[config.mk]
export PLATFORM = sky130hd
export DESIGN_NAME = mem_port_arbiter
export DESIGN_NICKNAME = d
export VERILOG_FILES = /design/src/rtl/mem_arb_pkg.sv /design/src/rtl/mem_arb_rd_pipe.sv /design/src/rtl/mem_port_arbiter.sv
export SDC_FILE = /design/constraint.sdc
export NUM_CORES = 1
export LEC_CHECK = 0
export CORE_AREA = 2 2 97 99
export DETAILED_ROUTE_END_ITERATION = 7
export DIE_AREA = 0 0 99 101
export SLEW_MARGIN = 25
export SYNTH_ARGS = -nofsm -noshare
export SYNTH_HDL_FRONTEND = slang
export SYNTH_SLANG_ARGS = --single-unit
[constraint.sdc]
create_clock -name clk -period 1.7 [get_ports clk]
set_input_delay 0.34 -clock clk [delete_from_list [all_inputs] [get_ports clk]]
set_output_delay 0.34 -clock clk [all_outputs]
set_load 0.005 [all_outputs]
[src/rtl/mem_arb_pkg.sv]
// Shared types and constants for the two-requester memory port arbiter.
package mem_arb_pkg;

    // Requester index; also the encoding of last_grant and read ownership.
    typedef enum logic {
        REQ_M0 = 1'b0,
        REQ_M1 = 1'b1
    } req_idx_e;

    // Width of the optional statistics counters.
    localparam int CNT_W = 16;

    // Deepest read latency the return pipeline supports.
    localparam int RD_LATENCY_MAX = 4;

    // Saturating increment: counts up when en is set, sticks at all-ones.
    function automatic logic [CNT_W-1:0] sat_inc(input logic [CNT_W-1:0] value,
                                                 input logic             en);
        if (en && (value != {CNT_W{1'b1}})) begin
            return value + {{(CNT_W-1){1'b0}}, 1'b1};
        end else begin
            return value;
        end
    endfunction

endpackage

[src/rtl/mem_arb_rd_pipe.sv]
// Read-return tracker: a RD_LATENCY-deep valid/owner shift pipeline.
// An issued read emerges at rd_valid exactly RD_LATENCY cycles later,
// tagged with the requester that issued it. Out-of-range latencies are
// clamped to 1..RD_LATENCY_MAX.
module mem_arb_rd_pipe
    import mem_arb_pkg::*;
#(
    parameter int RD_LATENCY = 1
) (
    input  logic     clk,
    input  logic     reset_n,
    input  logic     issue_valid,
    input  req_idx_e issue_owner,
    output logic     rd_valid,
    output req_idx_e rd_owner
);

    localparam int DEPTH = (RD_LATENCY < 1) ? 1 :
                           ((RD_LATENCY > RD_LATENCY_MAX) ? RD_LATENCY_MAX : RD_LATENCY);

    logic [DEPTH-1:0] valid_r;
    logic [DEPTH-1:0] owner_r;

    // Advance every in-flight read one stage per cycle; reset drops them all.
    always_ff @(posedge clk) begin
        if (!reset_n) begin
            valid_r <= '0;
            owner_r <= '0;
        end else begin
            valid_r[0] <= issue_valid;
            owner_r[0] <= issue_owner;
            for (int i = 1; i < DEPTH; i++) begin
                valid_r[i] <= valid_r[i-1];
                owner_r[i] <= owner_r[i-1];
            end
        end
    end

    assign rd_valid = valid_r[DEPTH-1];
    assign rd_owner = req_idx_e'(owner_r[DEPTH-1]);

endmodule

[src/rtl/mem_port_arbiter.sv]
// Two-requester arbiter in front of a single-port synchronous RAM.
// Arbitration is combinational within the cycle with round-robin on
// contention; read data returns RD_LATENCY cycles after the grant and is
// steered to its owner by the read-return pipeline.
// Optional feature: define MEM_ARB_STATS_EN to add saturating grant and
// conflict counters (grant_cnt0, grant_cnt1, conflict_cnt).
module mem_port_arbiter
    import mem_arb_pkg::*;
#(
    parameter int ADDR_W     = 10,
    parameter int DATA_W     = 32,
    parameter int RD_LATENCY = 1
) (
    input  logic                clk,
    input  logic                reset_n,

    input  logic                m0_read,
    input  logic                m0_write,
    input  logic [ADDR_W-1:0]   m0_address,
    input  logic [DATA_W-1:0]   m0_writedata,
    input  logic [DATA_W/8-1:0] m0_byteenable,
    output logic                m0_waitrequest,
    output logic [DATA_W-1:0]   m0_readdata,
    output logic                m0_readdatavalid,

    input  logic                m1_read,
    input  logic                m1_write,
    input  logic [ADDR_W-1:0]   m1_address,
    input  logic [DATA_W-1:0]   m1_writedata,
    input  logic [DATA_W/8-1:0] m1_byteenable,
    output logic                m1_waitrequest,
    output logic [DATA_W-1:0]   m1_readdata,
    output logic                m1_readdatavalid,

    output logic [ADDR_W-1:0]   mem_address,
    output logic                mem_chipselect,
    output logic                mem_clken,
    output logic                mem_write,
    output logic [DATA_W-1:0]   mem_writedata,
    output logic [DATA_W/8-1:0] mem_byteenable,
    input  logic [DATA_W-1:0]   mem_readdata
`ifdef MEM_ARB_STATS_EN
    ,
    output logic [CNT_W-1:0]    grant_cnt0,
    output logic [CNT_W-1:0]    grant_cnt1,
    output logic [CNT_W-1:0]    conflict_cnt
`endif
);

    logic     m0_active_s;
    logic     m1_active_s;
    logic     both_active_s;
    logic     grant_valid_s;
    req_idx_e grant_idx_s;
    logic     grant_write_s;
    logic     rd_issue_s;
    req_idx_e last_grant_r;
    logic     rd_valid_s;
    req_idx_e rd_owner_s;

    assign m0_active_s   = m0_read | m0_write;
    assign m1_active_s   = m1_read | m1_write;
    assign both_active_s = m0_active_s & m1_active_s;
    assign rd_issue_s    = grant_valid_s & ~grant_write_s;

    // Choose this cycle's winner: a lone requester wins, contention goes to
    // the requester that did not win last time. Write dominates read.
    always_comb begin
        grant_valid_s = 1'b0;
        grant_idx_s   = REQ_M0;
        grant_write_s = 1'b0;
        if (!reset_n) begin
            grant_valid_s = 1'b0;
        end else if (both_active_s) begin
            grant_valid_s = 1'b1;
            grant_idx_s   = (last_grant_r == REQ_M0) ? REQ_M1 : REQ_M0;
        end else if (m0_active_s) begin
            grant_valid_s = 1'b1;
            grant_idx_s   = REQ_M0;
        end else if (m1_active_s) begin
            grant_valid_s = 1'b1;
            grant_idx_s   = REQ_M1;
        end else begin
            grant_valid_s = 1'b0;
        end
        grant_write_s = (grant_idx_s == REQ_M1) ? m1_write : m0_write;
    end

    // Remember the most recent winner; reset favours requester 0 next.
    always_ff @(posedge clk) begin
        if (!reset_n) begin
            last_grant_r <= REQ_M1;
        end else if (grant_valid_s) begin
            last_grant_r <= grant_idx_s;
        end else begin
            last_grant_r <= last_grant_r;
        end
    end

    // Put the winner on the RAM port and answer both requester handshakes.
    always_comb begin
        mem_address    = '0;
        mem_writedata  = '0;
        mem_byteenable = '0;
        mem_chipselect = 1'b0;
        mem_write      = 1'b0;
        mem_clken      = reset_n;
        m0_waitrequest = 1'b1;
        m1_waitrequest = 1'b1;
        if (reset_n) begin
            m0_waitrequest = m0_active_s & ~(grant_valid_s & (grant_idx_s == REQ_M0));
            m1_waitrequest = m1_active_s & ~(grant_valid_s & (grant_idx_s == REQ_M1));
            if (grant_valid_s) begin
                mem_chipselect = 1'b1;
                mem_write      = grant_write_s;
                case (grant_idx_s)
                    REQ_M0: begin
                        mem_address    = m0_address;
                        mem_writedata  = m0_writedata;
                        mem_byteenable = m0_byteenable;
                    end
                    REQ_M1: begin
                        mem_address    = m1_address;
                        mem_writedata  = m1_writedata;
                        mem_byteenable = m1_byteenable;
                    end
                    default: begin
                        mem_chipselect = 1'b0;
                        mem_write      = 1'b0;
                    end
                endcase
            end else begin
                mem_chipselect = 1'b0;
                mem_write      = 1'b0;
            end
        end else begin
            m0_waitrequest = 1'b1;
            m1_waitrequest = 1'b1;
        end
    end

    mem_arb_rd_pipe #(
        .RD_LATENCY (RD_LATENCY)
    ) u_rd_pipe (
        .clk         (clk),
        .reset_n     (reset_n),
        .issue_valid (rd_issue_s),
        .issue_owner (grant_idx_s),
        .rd_valid    (rd_valid_s),
        .rd_owner    (rd_owner_s)
    );

    // Both requesters see the RAM data; only the owner gets the valid pulse.
    always_comb begin
        m0_readdata      = '0;
        m1_readdata      = '0;
        m0_readdatavalid = 1'b0;
        m1_readdatavalid = 1'b0;
        if (reset_n) begin
            m0_readdata      = mem_readdata;
            m1_readdata      = mem_readdata;
            m0_readdatavalid = rd_valid_s & (rd_owner_s == REQ_M0);
            m1_readdatavalid = rd_valid_s & (rd_owner_s == REQ_M1);
        end else begin
            m0_readdatavalid = 1'b0;
            m1_readdatavalid = 1'b0;
        end
    end

`ifdef MEM_ARB_STATS_EN
    logic [CNT_W-1:0] grant_cnt0_r;
    logic [CNT_W-1:0] grant_cnt1_r;
    logic [CNT_W-1:0] conflict_cnt_r;

    // Saturating counts of grants per requester and of contended cycles.
    always_ff @(posedge clk) begin
        if (!reset_n) begin
            grant_cnt0_r   <= '0;
            grant_cnt1_r   <= '0;
            conflict_cnt_r <= '0;
        end else begin
            grant_cnt0_r   <= sat_inc(grant_cnt0_r, grant_valid_s & (grant_idx_s == REQ_M0));
            grant_cnt1_r   <= sat_inc(grant_cnt1_r, grant_valid_s & (grant_idx_s == REQ_M1));
            conflict_cnt_r <= sat_inc(conflict_cnt_r, both_active_s);
        end
    end

    assign grant_cnt0   = reset_n ? grant_cnt0_r   : '0;
    assign grant_cnt1   = reset_n ? grant_cnt1_r   : '0;
    assign conflict_cnt = reset_n ? conflict_cnt_r : '0;
`endif

endmodule

==> results of run 1 <==
[through the flow]
step / setup WS, ns / utilization
5_1_grt: -0.1936 / 0.4039
6_report: -0.1669 / 0.4039
3_5_place_dp: -0.7729 / 0.3968
4_1_cts: -0.2020 / 0.4025
3_3_place_gp: -0.7893 / 0.3968
2_1_floorplan: 0.1899 / -
[registers in the layout, summed over array words and instances, names as in the netlist]
name and count:
last_grant_r 1, u_rd_pipe.rd_owner 1, u_rd_pipe.rd_valid 1
[critical path: stages]
cell	delay (ns)
buf_8	0.09
or2_4	0.24
o211a_4	0.15
buf_6	0.13
buf_6	0.13
buf_16	0.13
a22o_1	0.18
buf_2	0.12
[layer usage]
layer  global-route usage  wire length, µm
met3              0.02358              560
met4             0.006322                0
met5                    0                0
met2               0.2297             3808
met1               0.1742             3046
[final cells by class]
cell class | instances | area, µm² | share of cell area
tap | 111 | 138.9 | 0.03830
inverter | 2 | 7.507 | 0.002070
sequential | 3 | 63.81 | 0.01760
clock buffer | 4 | 45.04 | 0.01242
multi-input combinational | 102 | 782.0 | 0.2157
timing repair buffer | 275 | 2589 | 0.7139
[power by group through the flow]
stage,Combinational [µW],Sequential (µW),Clock [µW]
after detailed placement,969,81.2,0
after CTS,959,81.0,214
final,944,81.3,205
after global placement,968,81.2,0
after global routing,1010,81.7,222
after floorplan,311,81.1,0
[how the worst max path moves through the flow]
| stage | to | slack [ns] |
|---|---|---|
| after global routing | mem_byteenable[1] | -0.19 |
| after floorplan | mem_writedata[10] | 0.19 |
| after CTS | mem_address[8] | -0.20 |
| after global placement | mem_address[8] | -0.79 |
| final | mem_writedata[15] | -0.17 |
| after detailed placement | mem_address[8] | -0.77 |
[cell usage in the layout, fill, tap and decap left out, drive strengths merged]
master,instances
clkdlybuf4s50,125
buf,77
dlygate4sd2,66
a22o,43
and2,32
nand2,6
clkbuf,6
nand3,3
o2111ai,3
clkdlybuf4s15,3
nor2,3
o21ai,3
dfxtp,3
dlymetal6s2s,2
inv,2
and3,2
o31ai,2
o21a,1
or2,1
o211a,1
a31o,1
a211oi,1
[cells by family (layout without fill, tap and decap cells)]
family,Yosys count,after routing,synth area share
AOI/OAI and AO/OA,55,55,0.4030
buffers and inverters,49,281,0.3119
and+or+nand+nor,47,47,0.2337
DFF,3,3,0.05145
[what timing repair did]
| item | 4_1_cts | 5_1_grt |
|---|---|---|
| gates cloned | 7 | 1 |
| endpoints found under the setup margin | 117 | 50 |
| pin swaps | 9 | 9 |
| hold buffers | 0 | 0 |
| buffers inserted | 6 | 2 |
| gates resized for setup | 291 | 16 |
==> out/qor.yml, run 1 <==
critical_path:
  arrival_ns: 1.53
  worstSetupPathType: "in2out"
  r2r_cells: 4
  crit_path_start: "m0_read"
  r2r_slack_ns: 0.70
  crit_path_end_kind: "primary output"
  worstReg2RegStart: "last_grant_r$_SDFFE_PN1N_"
  worstPathRequired_ns: 1.36
  startpoint_type: "input port"
  crit_fanout: 6
  r2r_end: "u_rd_pipe.rd_valid$_SDFF_PN0_"
synthesis:
  synth_edf_count: 0
  yosysMostFrequentCell: "a22o_1"
  ys_ff_latch: 3
  syn-num-nets: 284
  synth_area_um2: 1167
  synth-main-ff-cell: "dfxtp_1"
  netlist_instances: 154
  synth_top_area_share: 0.3226
  yosysTopAreaCell: "a22o_1"
  synth.area.top_cells: "a22o_1 32%, buf_4 24%, and2_1 17%"
  synth-seq-area-share: 0.05145
  async_flop_share: 0
  synthDistinctLibCells: 22
  synth_warnings: 0
  yosys-top-cells-count: "43 x a22o_1, 38 x buf_4, 32 x and2_1, 5 x buf_6, 5 x nand2_1"
  synth_area_per_cell_um2: 7.580
clock_network:
  cts_buffers: 3
  clock-sinks: 3
  clk_root_buffer_cell: "clkbuf_8"
  htree_levels: 1
  clock_path_buffers: 2
  insertion_delay_ns: 0.21
  clk_pin_slew_worst_paths_ns: 0.03
  cts_tree: "built"
run:
  drv_cap: 0
sta:
  finalMaxSlewViolations: 0
  finalSetupViolCount: 43
  final_hold_viol_count: 0
  period_share: 1.098
  max_freq_mhz: 535.6
  setup_slack_ns: -0.1669
  worst_pin_slew_ns: 0.2048
  hold_slack_ns: 0.3481
  min_period_ns: 1.867
  slew-limit-headroom: 0.8627
  setup-tns-final_ns: -3.099
  rsz0062_at_grt: "true"
  fin_worst_skew_ns: 0.005750
pwr:
  switchingPower_uw: 356.9
  power.share.sequential: 0.066
  p_per_area_nw_per_um2: 339.3
  pwr-share-comb: 0.767
  irDropWorstVdd_uv: 234.4
  finalPower_uw: 1230
  swShare: 0.2901
  p_clk_frac: 0.166
  p_leak_uw: 0.001833
  p_int_uw: 873.3
floorplanning:
  core.rowCount: 35
  die-area_um2: 9999
  coreArea_um2: 8977
  io_pins: 247
  initial_core_util: 0.1300
  die_h_um: 101
  die_w_um: 99
grt:
  grt_pass1_wl_um: 10490
  grt_pass1_vias: 1962
  grt_max_degree: 24
  grt_usage: 0.1304
  grt_antenna_before_repair: 0
  grt_overflow_total: 0
placement:
  placed_area_um2: 3562
  place_congestion: 0.7334
  dp_hpwl_um: 5516
  port_buffers: 246
  placedCellCount: 479
status:
  violations: "setup timing"
  outcome: "finished, violations left"
hold_path:
  min_to: "last_grant_r$_SDFFE_PN1N_"
  worstHoldStart: "reset_n"
  hold_path.class: "in2reg"
  holdPathStages: 2
route:
  drt_iter0_drc: 31
  via_per_inst: 4.042
  dr.pass1.iters: 4
  ant_nets: 0
  drc: 0
  drt-total-wl_um: 7416
  num_vias: 2009
  routedWlPerCell_um: 14.92
final_layout:
  diodes: 0
  syn2layout_area_growth_pct: 210.6
  stdcell_area_um2: 3626
  fin_nets: 517
  drive_above_1_share: 0.2383
  layout.cells.non_filler: 497
  nFillCells: 938
No activity file was read; power rests on OpenSTA's default activity.
==> run 2, diff against run 1 <==
- CORE_AREA: 2 2 97 99 -> 2 2 95 97
- DIE_AREA: 0 0 99 101 -> 0 0 97 99
- SYNTH_HIERARCHICAL: not set -> 1
==> run 2 against run 1 <==
Against the previous run: the flow still finishes with violations (setup timing); final cell count decreased by 0.40%; utilization increased by 1.9 points; sequential share of layout area about the same; power shrank 1.6%; largest power group unchanged; critical path type unchanged; largest cell class unchanged.
==> out/qor.yml, run 2 <==
status:
  outcome: "finished, violations left"
  violations: "setup timing"
sta:
  period_share: 1.049
  slew-limit-headroom: 0.8708
  worst_pin_slew_ns: 0.1921
  max_freq_mhz: 560.9
  fin_worst_skew_ns: 0.0001130
  finalMaxSlewViolations: 0
  setup_slack_ns: -0.08285
  final_hold_viol_count: 0
  finalSetupViolCount: 16
  rsz0062_at_grt: "true"
  min_period_ns: 1.783
clock_network:
  cts_tree: "built"
  htree_levels: 1
  clk_pin_slew_worst_paths_ns: 0.03
  insertion_delay_ns: 0.21
  clk_root_buffer_cell: "clkbuf_8"
  clock_path_buffers: 2
  clock-sinks: 3
  cts_buffers: 3
synthesis:
  synth_warnings: 6
  synthMuxAreaShare: 0
  synth_edf_count: 0
  yosysTopAreaCell: "a22o_1"
  synth_top_area_share: 0.3192
  synth-seq-area-share: 0.05090
  syn-num-nets: 286
  synth.area.top_cells: "a22o_1 32%, buf_4 24%, and2_1 18%"
  netlist_instances: 156
  synth_top_family_by_area: "compound AO/OA/AOI/OAI gates"
  synth_xor_area_frac: 0
  synth-compound-area-share: 0.3987
  synth_area_um2: 1180
  yosys-top-cells-count: "43 x a22o_1, 38 x buf_4, 34 x and2_1, 5 x buf_6, 5 x nand2_1"
  async_flop_share: 0
  yosysMostFrequentCell: "a22o_1"
  synthDistinctLibCells: 22
  yosys.area_share.simple: 0.2418
  synth-main-ff-cell: "dfxtp_1"
  synth_area_per_cell_um2: 7.563
  ys_ff_latch: 3
  synth_fa_ha_area_frac: 0
floorplanning:
  coreArea_um2: 8551
  die_h_um: 99
  core.rowCount: 34
  die-area_um2: 9603
  initial_core_util: 0.1380
  die_w_um: 97
  io_pins: 247
grt:
  grt-busiest-layer: "met2"
  use_met2: 0.2687
  met3_usage: 0.03830
  grt_overflow_total: 0
  grt_max_degree: 35
  grt_antenna_before_repair: 0
  grt_pass1_vias: 2061
  grt_pass1_wl_um: 10650
  grtUsageMet1: 0.1438
  grt_usage: 0.1367
pwr:
  p_leak_uw: 0.001800
  p_per_area_nw_per_um2: 335.2
  irDropWorstVdd_uv: 130.3
final_layout:
  diodes: 0
  syn2layout_area_growth_pct: 206.2
  layout_commonest_cell: "clkdlybuf4s50_1"
  multi_input_area_um2: 779.5
  fin_nets: 518
  nFillCells: 893
  seqCellArea_um2: 63.81
  stdcell_area_um2: 3612
  layout_common_cells: "127 x clkdlybuf4s50_1, 68 x dlygate4sd2_1, 43 x a22o_1"
  layout.cells.non_filler: 495
  drive_above_1_share: 0.2326
route:
  drt_iter0_drc: 27
  dr.pass1.iters: 4
  num_vias: 2073
  routedWlPerCell_um: 15.08
  drc: 0
  via_per_inst: 4.188
  drt-total-wl_um: 7465
  ant_nets: 0
placement:
  dpl_worst_slack_ns: -0.7937
  port_buffers: 246
  placed_area_um2: 3571
  placedCellCount: 478
  dp_hpwl_um: 5712
  place_congestion: 0.7595
hold_path:
  holdPathStages: 4
  hold_path.class: "in2reg"
critical_path:
  crit_slowest_cell: "or2_4"
  r2r_cells: 6
  crit_fanout: 5
  crit_family: "buffers and inverters"
  cp.depth: 7
  worstPathRequired_ns: 1.36
  cpPeakStageDelay_ns: 0.25
  worstSetupPathType: "in2out"
  startpoint_type: "input port"
  worstReg2RegStart: "last_grant_r$_SDFFE_PN1N_"
  worstPathCellList: "buf_8 -> or2_4 -> o211a_4 -> buf_12 -> buf_16 -> a22o_1 -> buf_2"
  crit_end: "mem_address[2]"
  r2r_end: "u_rd_pipe/rd_valid$_SDFF_PN0_"
  arrival_ns: 1.44
  r2r_slack_ns: 0.50
  crit_path_end_kind: "primary output"
  crit_buf_inv: 4
  crit_path_start: "m0_write"
run:
  drv_cap: 0
[run 2: cell types whose count changed in the layout (fill, tap and decap cells not counted), sizes merged]
cell,before,now
and2,32,34
buf,77,64
clkbuf,6,19
clkdlybuf4s15,3,0
clkdlybuf4s50,125,127
dlygate4sd2,66,68
dlymetal6s2s,2,0
[run 2: timing repair]
| item | CTS | global route |
|---|---|---|
| hold buffers | 0 | 0 |
| pin swaps | 8 | 25 |
| gates cloned | 5 | 4 |
| setup endpoints to repair | 118 | 48 |
| setup buffers | 3 | 3 |
| resized for setup | 250 | 37 |
[run 2: worst min-delay path by stage]
| stage | startpoint | end |
|---|---|---|
| 3_3_place_gp | last_grant_r$_SDFFE_PN1N_ | last_grant_r$_SDFFE_PN1N_ |
| 3_5_place_dp | last_grant_r$_SDFFE_PN1N_ | last_grant_r$_SDFFE_PN1N_ |
| 5_1_grt | m1_read | last_grant_r$_SDFFE_PN1N_ |
| 2_1_floorplan | m1_read | last_grant_r$_SDFFE_PN1N_ |
| 6_report | m1_read | last_grant_r$_SDFFE_PN1N_ |
| 4_1_cts | m1_read | last_grant_r$_SDFFE_PN1N_ |
[run 2: worst min-delay path, delay by kind of cell]
kind            cells  cell delay (ns)
buf+inv             2             0.19
compound gates      1             0.06
simple gates        1             0.05
[run 2: kinds of logic after synthesis]
family	count (synthesis)
AO/OA/AOI/OAI	55
buffers and inverters	49
flip-flops	3
AND/OR/NAND/NOR	49
[run 2: stage by stage]
step	total power, µW	util	hold WS, ns	TNS [ns]
floorplan	391.0	-	0.4608	0
global placement	1051	0.4176	0.6628	-75.55
detailed placement	1050	0.4176	0.6579	-72.59
CTS	1215	0.4194	0.4628	-2.487
global route	1295	0.4224	0.4835	-2.093
finish	1211	0.4224	0.4640	-0.9067
[run 2: power by group]
part	switching (µW)	internal, µW
clock network	41.9	159
logic	305	625
registers	3.65	75.3
[run 2: cell type report]
cell class | instances | share of cell area
multi-input cells | 104 | 0.2158
repair buffers | 274 | 0.7125
flip-flops and latches | 3 | 0.01767
clock buffers | 4 | 0.01247
inverters | 2 | 0.004157
well taps | 108 | 0.03741
[run 2: per-layer routing]
| layer | wire [µm] | part of all wire |
|---|---|---|
| met1 | 2750 | 0.37 |
| met2 | 3956 | 0.53 |
| met3 | 669 | 0.090 |
| met4 | 89 | 0.012 |
| met5 | 0 | 0 |
==> run 3, diff against run 2 <==
- CTS_CLUSTER_DIAMETER: not set -> 120
==> results of run 3 <==
Final layout, timing and power as in run 2 (identical DEF).
